File: src/rtl/mem_stage_if.sv
// Control-word types and the bundled execute/memory/writeback port
// of the memory-access pipeline stage.
package mem_stage_pkg;
    typedef struct packed {
        logic [31:0] pc_rdata;
        logic [31:0] pc_wdata;
        logic [31:0] insn;
    } rvfi_t;

    typedef struct packed {
        rvfi_t       rvfi;
        logic        reg_write;
        logic [4:0]  rd;
    } control_word;
endpackage

interface mem_stage_if;
    import mem_stage_pkg::*;

    logic        ex_valid;
    logic        ex_rdy;
    logic        flush;
    logic [31:0] alu_out;
    logic [31:0] rs2_data;
    logic        mem_read;
    logic        mem_write;
    logic [2:0]  funct3;
    control_word cw_in;

    logic [31:0] dmem_address;
    logic        dmem_read;
    logic        dmem_write;
    logic [3:0]  dmem_wmask;
    logic [31:0] dmem_wdata;
    logic [31:0] dmem_rdata;
    logic        dmem_resp;

    logic        mem_wb_valid;
    logic [31:0] mem_data_out;
    logic [31:0] wb_alu_out;
    control_word wb_cw;
    logic [31:0] wb_mem_addr;
    logic [3:0]  wb_rmask;
    logic [3:0]  wb_wmask;
    logic [31:0] wb_mem_rdata;
    logic [31:0] wb_mem_wdata;
    logic [31:0] wb_pc_rdata;

    // The stage itself: consumes execute/memory inputs, drives requests and writeback.
    modport master (
        input  ex_valid, flush, alu_out, rs2_data, mem_read, mem_write, funct3, cw_in,
        input  dmem_rdata, dmem_resp,
        output ex_rdy, dmem_address, dmem_read, dmem_write, dmem_wmask, dmem_wdata,
        output mem_wb_valid, mem_data_out, wb_alu_out, wb_cw, wb_mem_addr,
        output wb_rmask, wb_wmask, wb_mem_rdata, wb_mem_wdata, wb_pc_rdata
    );

    // The surrounding pipeline and data memory.
    modport slave (
        output ex_valid, flush, alu_out, rs2_data, mem_read, mem_write, funct3, cw_in,
        output dmem_rdata, dmem_resp,
        input  ex_rdy, dmem_address, dmem_read, dmem_write, dmem_wmask, dmem_wdata,
        input  mem_wb_valid, mem_data_out, wb_alu_out, wb_cw, wb_mem_addr,
        input  wb_rmask, wb_wmask, wb_mem_rdata, wb_mem_wdata, wb_pc_rdata
    );
endinterface

File: src/rtl/mem_stage.sv
// Memory-access pipeline stage: runs the data-memory handshake for loads/stores,
// aligns load data and registers everything writeback and RVFI consume.
module mem_stage
    import mem_stage_pkg::*;
#(
    parameter logic [31:0] RESET_PC = 32'h40000000
) (
    input  logic       clk,
    input  logic       rst,
    mem_stage_if.master bus
);

    typedef enum logic [1:0] {IDLE, WAIT, DRAIN} state_e;

    state_e      state_q, state_d;
    logic [31:0] addr_q, addr_d;
    logic [31:0] rs2_q, rs2_d;
    logic [2:0]  funct3_q, funct3_d;
    logic        read_q, read_d;
    logic        write_q, write_d;
    control_word cw_q, cw_d;

    logic        valid_q, valid_d;
    logic [31:0] data_out_q, data_out_d;
    logic [31:0] wb_alu_q, wb_alu_d;
    control_word wb_cw_q, wb_cw_d;
    logic [31:0] wb_addr_q, wb_addr_d;
    logic [3:0]  wb_rmask_q, wb_rmask_d;
    logic [3:0]  wb_wmask_q, wb_wmask_d;
    logic [31:0] wb_rdata_q, wb_rdata_d;
    logic [31:0] wb_wdata_q, wb_wdata_d;
    logic [31:0] wb_pc_q, wb_pc_d;

    logic        busy_c;
    logic        accept_c;
    logic [1:0]  off_c;
    logic [31:0] aligned_addr_c;
    logic [3:0]  mask_c;
    logic [31:0] wdata_c;
    logic [31:0] shifted_c;
    logic [31:0] load_c;

    assign busy_c         = (state_q != IDLE);
    assign bus.ex_rdy     = (state_q == IDLE) && !rst;
    assign accept_c       = bus.ex_valid && bus.ex_rdy && !bus.flush;
    assign off_c          = addr_q[1:0];
    assign aligned_addr_c = {addr_q[31:2], 2'b00};

    // Byte lanes and shifted store data for the latched access width.
    always_comb begin
        mask_c  = 4'b1111;
        wdata_c = rs2_q;
        case (funct3_q[1:0])
            2'b00: begin
                mask_c  = 4'(4'b0001 << off_c);
                wdata_c = 32'({24'b0, rs2_q[7:0]} << {off_c, 3'b000});
            end
            2'b01: begin
                mask_c  = 4'(4'b0011 << {off_c[1], 1'b0});
                wdata_c = 32'({16'b0, rs2_q[15:0]} << {off_c[1], 4'b0000});
            end
            default: ;
        endcase
    end

    // Extract and extend the addressed byte/halfword; funct3[2] selects zero-extension.
    always_comb begin
        shifted_c = bus.dmem_rdata;
        load_c    = bus.dmem_rdata;
        case (funct3_q[1:0])
            2'b00: begin
                shifted_c = bus.dmem_rdata >> {off_c, 3'b000};
                load_c    = {{24{shifted_c[7] & ~funct3_q[2]}}, shifted_c[7:0]};
            end
            2'b01: begin
                shifted_c = bus.dmem_rdata >> {off_c[1], 4'b0000};
                load_c    = {{16{shifted_c[15] & ~funct3_q[2]}}, shifted_c[15:0]};
            end
            default: ;
        endcase
    end

    // Request stays up through WAIT and DRAIN; reset withdraws it immediately.
    assign bus.dmem_address = aligned_addr_c;
    assign bus.dmem_read    = busy_c && read_q && !rst;
    assign bus.dmem_write   = busy_c && write_q && !rst;
    assign bus.dmem_wmask   = bus.dmem_write ? mask_c : 4'b0000;
    assign bus.dmem_wdata   = wdata_c;

    always_comb begin
        state_d    = state_q;
        addr_d     = addr_q;
        rs2_d      = rs2_q;
        funct3_d   = funct3_q;
        read_d     = read_q;
        write_d    = write_q;
        cw_d       = cw_q;
        valid_d    = 1'b0;
        data_out_d = data_out_q;
        wb_alu_d   = wb_alu_q;
        wb_cw_d    = wb_cw_q;
        wb_addr_d  = wb_addr_q;
        wb_rmask_d = wb_rmask_q;
        wb_wmask_d = wb_wmask_q;
        wb_rdata_d = wb_rdata_q;
        wb_wdata_d = wb_wdata_q;
        wb_pc_d    = wb_pc_q;

        case (state_q)
            IDLE: begin
                if (accept_c && (bus.mem_read || bus.mem_write)) begin
                    addr_d   = bus.alu_out;
                    rs2_d    = bus.rs2_data;
                    funct3_d = bus.funct3;
                    read_d   = bus.mem_read;
                    write_d  = bus.mem_write;
                    cw_d     = bus.cw_in;
                    state_d  = WAIT;
                end else if (accept_c) begin
                    valid_d    = 1'b1;
                    data_out_d = 32'h0;
                    wb_alu_d   = bus.alu_out;
                    wb_cw_d    = bus.cw_in;
                    wb_addr_d  = 32'h0;
                    wb_rmask_d = 4'b0000;
                    wb_wmask_d = 4'b0000;
                    wb_rdata_d = 32'h0;
                    wb_wdata_d = 32'h0;
                    wb_pc_d    = bus.cw_in.rvfi.pc_rdata;
                end
            end
            WAIT: begin
                if (bus.dmem_resp) begin
                    state_d = IDLE;
                    if (!bus.flush) begin
                        valid_d    = 1'b1;
                        data_out_d = read_q ? load_c : 32'h0;
                        wb_alu_d   = addr_q;
                        wb_cw_d    = cw_q;
                        wb_addr_d  = aligned_addr_c;
                        wb_rmask_d = read_q ? mask_c : 4'b0000;
                        wb_wmask_d = write_q ? mask_c : 4'b0000;
                        wb_rdata_d = bus.dmem_rdata;
                        wb_wdata_d = write_q ? wdata_c : 32'h0;
                        wb_pc_d    = cw_q.rvfi.pc_rdata;
                    end
                end else if (bus.flush) begin
                    state_d = DRAIN;
                end
            end
            DRAIN: begin
                if (bus.dmem_resp) state_d = IDLE;
            end
            default: state_d = IDLE;
        endcase
    end

    always_ff @(posedge clk) begin
        if (rst) begin
            state_q    <= IDLE;
            addr_q     <= '0;
            rs2_q      <= '0;
            funct3_q   <= '0;
            read_q     <= 1'b0;
            write_q    <= 1'b0;
            cw_q       <= '0;
            valid_q    <= 1'b0;
            data_out_q <= '0;
            wb_alu_q   <= '0;
            wb_cw_q    <= '0;
            wb_addr_q  <= '0;
            wb_rmask_q <= '0;
            wb_wmask_q <= '0;
            wb_rdata_q <= '0;
            wb_wdata_q <= '0;
            wb_pc_q    <= RESET_PC;
        end else begin
            state_q    <= state_d;
            addr_q     <= addr_d;
            rs2_q      <= rs2_d;
            funct3_q   <= funct3_d;
            read_q     <= read_d;
            write_q    <= write_d;
            cw_q       <= cw_d;
            valid_q    <= valid_d;
            data_out_q <= data_out_d;
            wb_alu_q   <= wb_alu_d;
            wb_cw_q    <= wb_cw_d;
            wb_addr_q  <= wb_addr_d;
            wb_rmask_q <= wb_rmask_d;
            wb_wmask_q <= wb_wmask_d;
            wb_rdata_q <= wb_rdata_d;
            wb_wdata_q <= wb_wdata_d;
            wb_pc_q    <= wb_pc_d;
        end
    end

    assign bus.mem_wb_valid = valid_q;
    assign bus.mem_data_out = data_out_q;
    assign bus.wb_alu_out   = wb_alu_q;
    assign bus.wb_cw        = wb_cw_q;
    assign bus.wb_mem_addr  = wb_addr_q;
    assign bus.wb_rmask     = wb_rmask_q;
    assign bus.wb_wmask     = wb_wmask_q;
    assign bus.wb_mem_rdata = wb_rdata_q;
    assign bus.wb_mem_wdata = wb_wdata_q;
    assign bus.wb_pc_rdata  = wb_pc_q;

endmodule

File: src/flat_wrapper.sv
// flat-port wrapper written by rule: the top's interface ports become plain ports
module mem_stage_flat import mem_stage_pkg::*;
#(
    parameter logic [31:0] RESET_PC = 32'h40000000
)
  (clk, rst, bus_ex_valid, bus_flush, bus_alu_out, bus_rs2_data, bus_mem_read, bus_mem_write, bus_funct3, bus_cw_in, bus_dmem_rdata, bus_dmem_resp, bus_ex_rdy, bus_dmem_address, bus_dmem_read, bus_dmem_write, bus_dmem_wmask, bus_dmem_wdata, bus_mem_wb_valid, bus_mem_data_out, bus_wb_alu_out, bus_wb_cw, bus_wb_mem_addr, bus_wb_rmask, bus_wb_wmask, bus_wb_mem_rdata, bus_wb_mem_wdata, bus_wb_pc_rdata);
  mem_stage_if bus_i ();
  input  logic clk;
  input  logic rst;
  input wire logic [$bits(bus_i.ex_valid)-1:0] bus_ex_valid;
  input wire logic [$bits(bus_i.flush)-1:0] bus_flush;
  input wire logic [$bits(bus_i.alu_out)-1:0] bus_alu_out;
  input wire logic [$bits(bus_i.rs2_data)-1:0] bus_rs2_data;
  input wire logic [$bits(bus_i.mem_read)-1:0] bus_mem_read;
  input wire logic [$bits(bus_i.mem_write)-1:0] bus_mem_write;
  input wire logic [$bits(bus_i.funct3)-1:0] bus_funct3;
  input wire logic [$bits(bus_i.cw_in)-1:0] bus_cw_in;
  input wire logic [$bits(bus_i.dmem_rdata)-1:0] bus_dmem_rdata;
  input wire logic [$bits(bus_i.dmem_resp)-1:0] bus_dmem_resp;
  output wire logic [$bits(bus_i.ex_rdy)-1:0] bus_ex_rdy;
  output wire logic [$bits(bus_i.dmem_address)-1:0] bus_dmem_address;
  output wire logic [$bits(bus_i.dmem_read)-1:0] bus_dmem_read;
  output wire logic [$bits(bus_i.dmem_write)-1:0] bus_dmem_write;
  output wire logic [$bits(bus_i.dmem_wmask)-1:0] bus_dmem_wmask;
  output wire logic [$bits(bus_i.dmem_wdata)-1:0] bus_dmem_wdata;
  output wire logic [$bits(bus_i.mem_wb_valid)-1:0] bus_mem_wb_valid;
  output wire logic [$bits(bus_i.mem_data_out)-1:0] bus_mem_data_out;
  output wire logic [$bits(bus_i.wb_alu_out)-1:0] bus_wb_alu_out;
  output wire logic [$bits(bus_i.wb_cw)-1:0] bus_wb_cw;
  output wire logic [$bits(bus_i.wb_mem_addr)-1:0] bus_wb_mem_addr;
  output wire logic [$bits(bus_i.wb_rmask)-1:0] bus_wb_rmask;
  output wire logic [$bits(bus_i.wb_wmask)-1:0] bus_wb_wmask;
  output wire logic [$bits(bus_i.wb_mem_rdata)-1:0] bus_wb_mem_rdata;
  output wire logic [$bits(bus_i.wb_mem_wdata)-1:0] bus_wb_mem_wdata;
  output wire logic [$bits(bus_i.wb_pc_rdata)-1:0] bus_wb_pc_rdata;
  assign bus_i.ex_valid = bus_ex_valid;
  assign bus_i.flush = bus_flush;
  assign bus_i.alu_out = bus_alu_out;
  assign bus_i.rs2_data = bus_rs2_data;
  assign bus_i.mem_read = bus_mem_read;
  assign bus_i.mem_write = bus_mem_write;
  assign bus_i.funct3 = bus_funct3;
  assign bus_i.cw_in = bus_cw_in;
  assign bus_i.dmem_rdata = bus_dmem_rdata;
  assign bus_i.dmem_resp = bus_dmem_resp;
  assign bus_ex_rdy = bus_i.ex_rdy;
  assign bus_dmem_address = bus_i.dmem_address;
  assign bus_dmem_read = bus_i.dmem_read;
  assign bus_dmem_write = bus_i.dmem_write;
  assign bus_dmem_wmask = bus_i.dmem_wmask;
  assign bus_dmem_wdata = bus_i.dmem_wdata;
  assign bus_mem_wb_valid = bus_i.mem_wb_valid;
  assign bus_mem_data_out = bus_i.mem_data_out;
  assign bus_wb_alu_out = bus_i.wb_alu_out;
  assign bus_wb_cw = bus_i.wb_cw;
  assign bus_wb_mem_addr = bus_i.wb_mem_addr;
  assign bus_wb_rmask = bus_i.wb_rmask;
  assign bus_wb_wmask = bus_i.wb_wmask;
  assign bus_wb_mem_rdata = bus_i.wb_mem_rdata;
  assign bus_wb_mem_wdata = bus_i.wb_mem_wdata;
  assign bus_wb_pc_rdata = bus_i.wb_pc_rdata;
  mem_stage #(.RESET_PC(RESET_PC)) u_core (.clk(clk), .rst(rst), .bus(bus_i));
endmodule
File: config.mk
export PLATFORM = sky130hd
export DESIGN_NAME = mem_stage_flat
export DESIGN_NICKNAME = d
export VERILOG_FILES = /design/src/rtl/mem_stage_if.sv /design/src/rtl/mem_stage.sv /design/src/flat_wrapper.sv
export SDC_FILE = /design/constraint.sdc
export NUM_CORES = 1
export LEC_CHECK = 0
export CELL_PAD_IN_SITES_DETAIL_PLACEMENT = 1
export CELL_PAD_IN_SITES_GLOBAL_PLACEMENT = 1
export CORE_MARGIN = 8
export CORE_UTILIZATION = 36
export CTS_CLUSTER_DIAMETER = 150
export CTS_CLUSTER_SIZE = 16
export DETAILED_ROUTE_END_ITERATION = 12
export PLACE_DENSITY = 0.92
export SLEW_MARGIN = 10
export SYNTH_ARGS = -nofsm -noshare
export SYNTH_HDL_FRONTEND = slang
export SYNTH_SLANG_ARGS = --single-unit
File: constraint.sdc
create_clock -name clk -period 4.4 [get_ports clk]
set_input_delay 0.88 -clock clk [delete_from_list [all_inputs] [get_ports clk]]
set_output_delay 0.88 -clock clk [all_outputs]
set_load 0.1 [all_outputs]
==> results.yml, run 1 <==
timing:
  fin_crit_sh: 0.9228
  setup_viol: 0
  maxSlewHeadroom: 0.1926
  hold_viol: 0
  fin_setup_tns_ps: 0
  worst_clock_skew_ps: 21.00
  tightest_slew_ps: 1207
  fin_crit_ps: 4060
  max_freq_ghz: 0.2463
  drv_slew: 0
  rsz0062_at_grt: "false"
logic_synthesis:
  yosys.cell_count.top_type: "nand2_1"
  synth.yosys.seq_area_share: 0.5012
  syn-instance-count: 2194
  syn_avg_cell_area_um2: 8.065
  synth_top_area_frac: 0.5012
  synth-edff-count: 0
  async_flop_share: 0
  synth_flop_cell: "dfxtp_1"
  ys_top_cells_by_area: "dfxtp_1 50%, nand2_1 15%, a21oi_1 6.1%, a311oi_1 5.1%, buf_4 3.4%"
  ys_types: 53
  yosysWarnings: 0
  synthesis.area_um2: 17690
  synth_top_area_cell: "dfxtp_1"
  synthTopCellsByCount: "711 x nand2_1, 443 x dfxtp_1, 217 x a21oi_1"
  ys_ff_latch: 443
global_routing:
  overflow: 0
  grt_first_pass_wirelength_um: 115000
  grt_usage: 0.2528
  grt_max_degree: 179
  grt_pass1_vias: 19100
  antenna_found_initial: 9
clocking:
  cts_max_path_buffers: 3
  path_clk_slew_ps: 80
  root_buffer: "clkbuf_16"
  holdBufCountCts: 0
  clkLatencyLatePin_ps: 590
  numCtsBuffers: 31
  cts_sinks: 443
  cts_setup_buffers: 0
  htreeDepth: 1
  cts_tree: "built"
  post_cts_resized: 0
setup_path:
  slowest_stage: "nor3_1"
  endpoint_kind: "output pin"
  rrSetupSlack_ps: 1450
  crit_arrival_ps: 3180
  critPathMaxStageDelay_ps: 890
  rr_worst_depth: 5
  worstSetupStartpointType: "flop"
  cp_top_family: "simple AND/OR/NAND/NOR gates"
  critPathRequiredTime_ps: 3520
  path_class: "flop to output pin"
  crit_fanout: 15
  worstReg2RegEnd: "u_core.bus.mem_data_out[13]"
  regToRegStartpoint: "u_core.funct3_q[1]"
  crit_buf_inv: 2
  startpoint: "u_core.addr_q[0]"
  worstSetupPathDepth: 5
  critPathCapture: "bus_dmem_wdata[24]"
  crit_chain: "nand2b_1 -> nor3_1 -> a222oi_1 -> inv_1 -> buf_12"
outcome:
  outcome: "completed"
worst_hold_path:
  worstHoldStart: "u_core.cw_q[96]"
  worst_hold_path_type: "flop to flop"
floorplanning:
  initial_core_util: 0.3630
  rows: 81
  floorplan.core_area_um2: 48750
  die_x_um: 237.7
  design.die.area_um2: 56500
  die-height_um: 237.7
  num_io_pins: 582
routing:
  drc_errors: 0
  viasPerCell: 5.587
  routed_wl_um: 76440
  drt_iter0_markers: 1540
  routedWlPerCell_um: 23.50
  ant_nets: 0
  first_pass_iters: 6
  vias: 18176
pwr:
  cellLeakagePower_nw: 8.279
  peakVddDrop_v: 0.0002623
  total_power_mw: 8.030
  powerDensity_nw_per_um2: 330.3
run:
  drv_cap: 0
cells_and_area:
  fin_cells: 3253
  drive_above_1_share: 0.04686
  area_delta_synth_final_pct: 37.40
  layout.nets: 2791
placed_design:
  place_inst: 3214
  gp_congestion: 0.8772
  hpwlAfterDp_um: 54420
  port-buffer-count: 577
how the worst min path moves through the flow:
| stage | to | slack [ps] | cells past startpoint |
|---|---|---|---|
| after global routing | u_core.cw_q[79] | 480 | 2 |
| after CTS | u_core.cw_q[82] | 460 | 2 |
| after detailed placement | u_core.bus.wb_wmask[0] | 440 | 1 |
| final | u_core.cw_q[96] | 460 | 2 |
| after global placement | u_core.bus.wb_mem_wdata[31] | 440 | 2 |
| after floorplan | u_core.rs2_q[24] | 440 | 2 |
sequential cells by signal, summed over array words and instances (netlist names), 2 cells and up:
register and flops:
u_core.addr_q 32, u_core.state_q 2, u_core.bus.mem_data_out 32, u_core.bus.wb_cw 71, u_core.rs2_q 32, u_core.bus.wb_wmask 4
u_core.bus.wb_mem_wdata 32, u_core.funct3_q 3, u_core.bus.wb_alu_out 32, u_core.bus.wb_rmask 4, u_core.bus.wb_mem_rdata 32, u_core.cw_q 102
u_core.bus.wb_mem_addr 30, u_core.bus.wb_pc_rdata 32
per-layer routing:
| metal | GRT usage | share of wire | vias up | wire, um |
|---|---|---|---|---|
| met5 | 0 | 0.00030 | - | 23 |
| met4 | 0.1056 | 0.045 | 4 | 3404 |
| met3 | 0.06740 | 0.081 | 198 | 6212 |
| met2 | 0.4530 | 0.50 | 788 | 38130 |
| met1 | 0.2804 | 0.38 | 9028 | 28670 |
| li1 | - | - | 8158 | - |
power by group:
part	internal (mW)	leakage [nW]	switching [mW]
clock	1.24	0.382	1.39
combinational	0.382	4.31	0.856
sequential	4.09	3.58	0.0682
total	5.71	8.28	2.32
through the flow:
step | cell area (um2) | util | setup WS (ps) | hold WS, ps
global route | 24310 | 0.4987 | 330.0 | 477.3
floorplan | 17710 | - | 252.0 | 435.7
global placement | 23510 | 0.4823 | 1238 | 438.5
detailed placement | 23510 | 0.4823 | 1070 | 444.0
CTS | 24290 | 0.4984 | 458.9 | 460.0
finish | 24310 | 0.4987 | 339.6 | 458.4
worst min-delay path, stage by stage, from the launching register on:
cell and delay (ps):
dfxtp_1 310, nand2_1 50, a21oi_1 50
cells by family after synthesis:
logic type / synth area share
AND/OR/NAND/NOR: 0.2174
AO/OA/AOI/OAI: 0.2009
flip-flops: 0.5012
buffers and inverters: 0.07729
multiplexers: 0.003040
other: 0.0002119
cell type report:
class	instances	area (um2)
antenna	7	17.52
sequential	443	8870
clock buffer	31	775.7
fill	5622	24440
clock inverter	1	7.507
timing repair buffer	605	6256
inverter	10	37.54
multi-input combinational	1492	7517
tap	664	830.8
cells in the final DEF, fill, tap and decap left out, types with 4 or more instances in the layout:
cell type and instances:
a311oi_1 104, nand3_1 32, clkbuf_16 31, and2_1 14, nor2b_1 14, a221oi_1 9, clkdlybuf4s50_1 537, a22oi_1 40
or3_1 4, nor2_1 148, o21ai_1 7, buf_12 29, a31oi_1 31, inv_1 10, a22o_1 54, a21oi_1 217
diode_2 7, nand2_1 711, nand2b_1 5, dfxtp_1 442, buf_4 38, a21o_1 9, o21ai_0 23, a211oi_1 4
a222oi_1 8, conb_1 4
Note: power is estimated with default switching activity, not from simulation.
==> run 2: changes to the inputs <==
PLACE_DENSITY = default   (was 0.92)
PLACE_DENSITY_LB_ADDON = 0.05   (was default)
==> run 2 against run 1 <==
Against the previous run:
- setup slack improved by 70 ps
- cell count about the same
- core utilization about the same
- largest cell class unchanged
- largest power group unchanged
==> results.yml, run 2 (synthesis gave the netlist of run 1 again) <==
outcome:
  outcome: "completed"
timing:
  hold_viol: 0
  max_freq_ghz: 0.2506
  tightest_slew_ps: 1193
  fin_setup_tns_ps: 0
  setup_viol: 0
  maxSlewHeadroom: 0.2021
  fin_crit_sh: 0.9069
  rsz0062_at_grt: "false"
  fin_crit_ps: 3990
  worst_clock_skew_ps: 25.82
  drv_slew: 0
global_routing:
  use_met1: 0.2897
  overflow: 0
  antenna_found_initial: 18
  grt.busiest_layer: "met2"
  grtUsageMet2: 0.4270
  grt_pass1_vias: 17636
  grt_usage: 0.2470
  grt_max_degree: 112
  grt_first_pass_wirelength_um: 110400
  gr-usage-met3: 0.07319
routing:
  drc_errors: 0
  routedWlPerCell_um: 22.70
  ant_nets: 0
  first_pass_iters: 5
  drt_iter0_markers: 948
  vias: 17360
  viasPerCell: 5.335
  routed_wl_um: 73860
placed_design:
  place_area_um2: 23490
  gp_congestion: 0.8650
  hpwlAfterDp_um: 52370
  port-buffer-count: 577
setup_path:
  critPathRequiredTime_ps: 3520
  endpoint_kind: "output pin"
  slowest_stage: "nor3_1"
  crit_fanout: 26
  path_class: "flop to output pin"
  crit_chain: "buf_4 -> nand2b_1 -> nor3_1 -> a222oi_1 -> inv_1 -> buf_12"
  cp_top_family: "simple AND/OR/NAND/NOR gates"
  worstSetupStartpointType: "flop"
  critPathMaxStageDelay_ps: 870
  crit_buf_inv: 3
  crit_arrival_ps: 3110
  rrSetupSlack_ps: 1930
clocking:
  root_buffer: "clkbuf_16"
  cts_sinks: 443
  cts_max_path_buffers: 3
  holdBufCountCts: 0
  path_clk_slew_ps: 80
  htreeDepth: 1
  numCtsBuffers: 31
  post_cts_resized: 0
  cts_setup_buffers: 0
  clkLatencyLatePin_ps: 610
  cts_tree: "built"
pwr:
  cellLeakagePower_nw: 8.254
  powerDensity_nw_per_um2: 330.1
  peakVddDrop_v: 0.0002087
  total_power_mw: 8.022
cells_and_area:
  final_common_cell: "nand2_1"
  largest_reg_flops: 102
  area_delta_synth_final_pct: 37.34
  nFillCells: 5751
  layout.nets: 2786
  top_register: "u_core.cw_q"
  layout.cell_area.non_filler_um2: 24300
  drive_above_1_share: 0.04501
  final_cell_mix: "711 x nand2_1, 537 x clkdlybuf4s50_1, 442 x dfxtp_1"
worst_hold_path:
  worst_hold_path_type: "flop to flop"
floorplanning:
  design.die.area_um2: 56500
  die_x_um: 237.7
  die-height_um: 237.7
  floorplan.core_area_um2: 48750
  num_io_pins: 582
  initial_core_util: 0.3630
  rows: 81
run:
  drv_cap: 0
-- run 2: path summary, 6_finish.rpt --
path / startpoint / cells past startpoint / endpoint
setup / recovery: u_core.funct3_q[0] / 6 / bus_dmem_wdata[26]
hold / removal: u_core.bus.wb_mem_addr[20] / 2 / u_core.bus.wb_mem_addr[20]
hold reg to reg: u_core.bus.wb_mem_addr[20] / 2 / u_core.bus.wb_mem_addr[20]
setup reg to reg: u_core.state_q[0] / 4 / u_core.bus.mem_data_out[27]
-- run 2: layout make-up --
cell class,count,area (um2),area share
diodes,13,32.53,0.001339
clock buffers,31,775.7,0.03192
clock inverters,1,7.507,0.0003089
inverters,10,37.54,0.001545
multi-input cells,1492,7517,0.3093
flip-flops and latches,443,8870,0.3650
well taps,664,830.8,0.03419
repair buffers,600,6231,0.2564
-- run 2: per-layer routing --
layer,share of wire,routed length [um]
met1,0.40,29880
met2,0.49,35910
met3,0.074,5443
met4,0.034,2531
met5,0.0013,97
-- run 2: tightest hold or removal path, cell delays in order (launching register included) --
cell and delay, ps:
dfxtp_1 310, nand2_1 50, a21oi_1 50
-- run 2: through the flow --
step	setup slack, ps	util	std cells	hold WS (ps)
2_1_floorplan	252.0	-	2197	435.7
3_3_place_gp	837.2	0.4818	3209	437.4
3_5_place_dp	717.8	0.4818	3209	446.5
4_1_cts	411.0	0.4979	3241	458.3
5_1_grt	256.6	0.4982	3248	472.0
6_report	409.6	0.4985	3254	454.7
-- run 2: where the power goes --
part,switching (mW),internal (mW),leakage [nW],total (mW)
Combinational,0.839,0.378,4.29,1.22
Clock,1.41,1.24,0.382,2.65
Sequential,0.0613,4.09,3.58,4.15
==> run 3: changes to the inputs <==
CTS_BUF_LIST = sky130_fd_sc_hd__clkbuf_16   (was default)
==> results of run 3 <==
Final layout, timing and power as in run 2 (identical DEF).
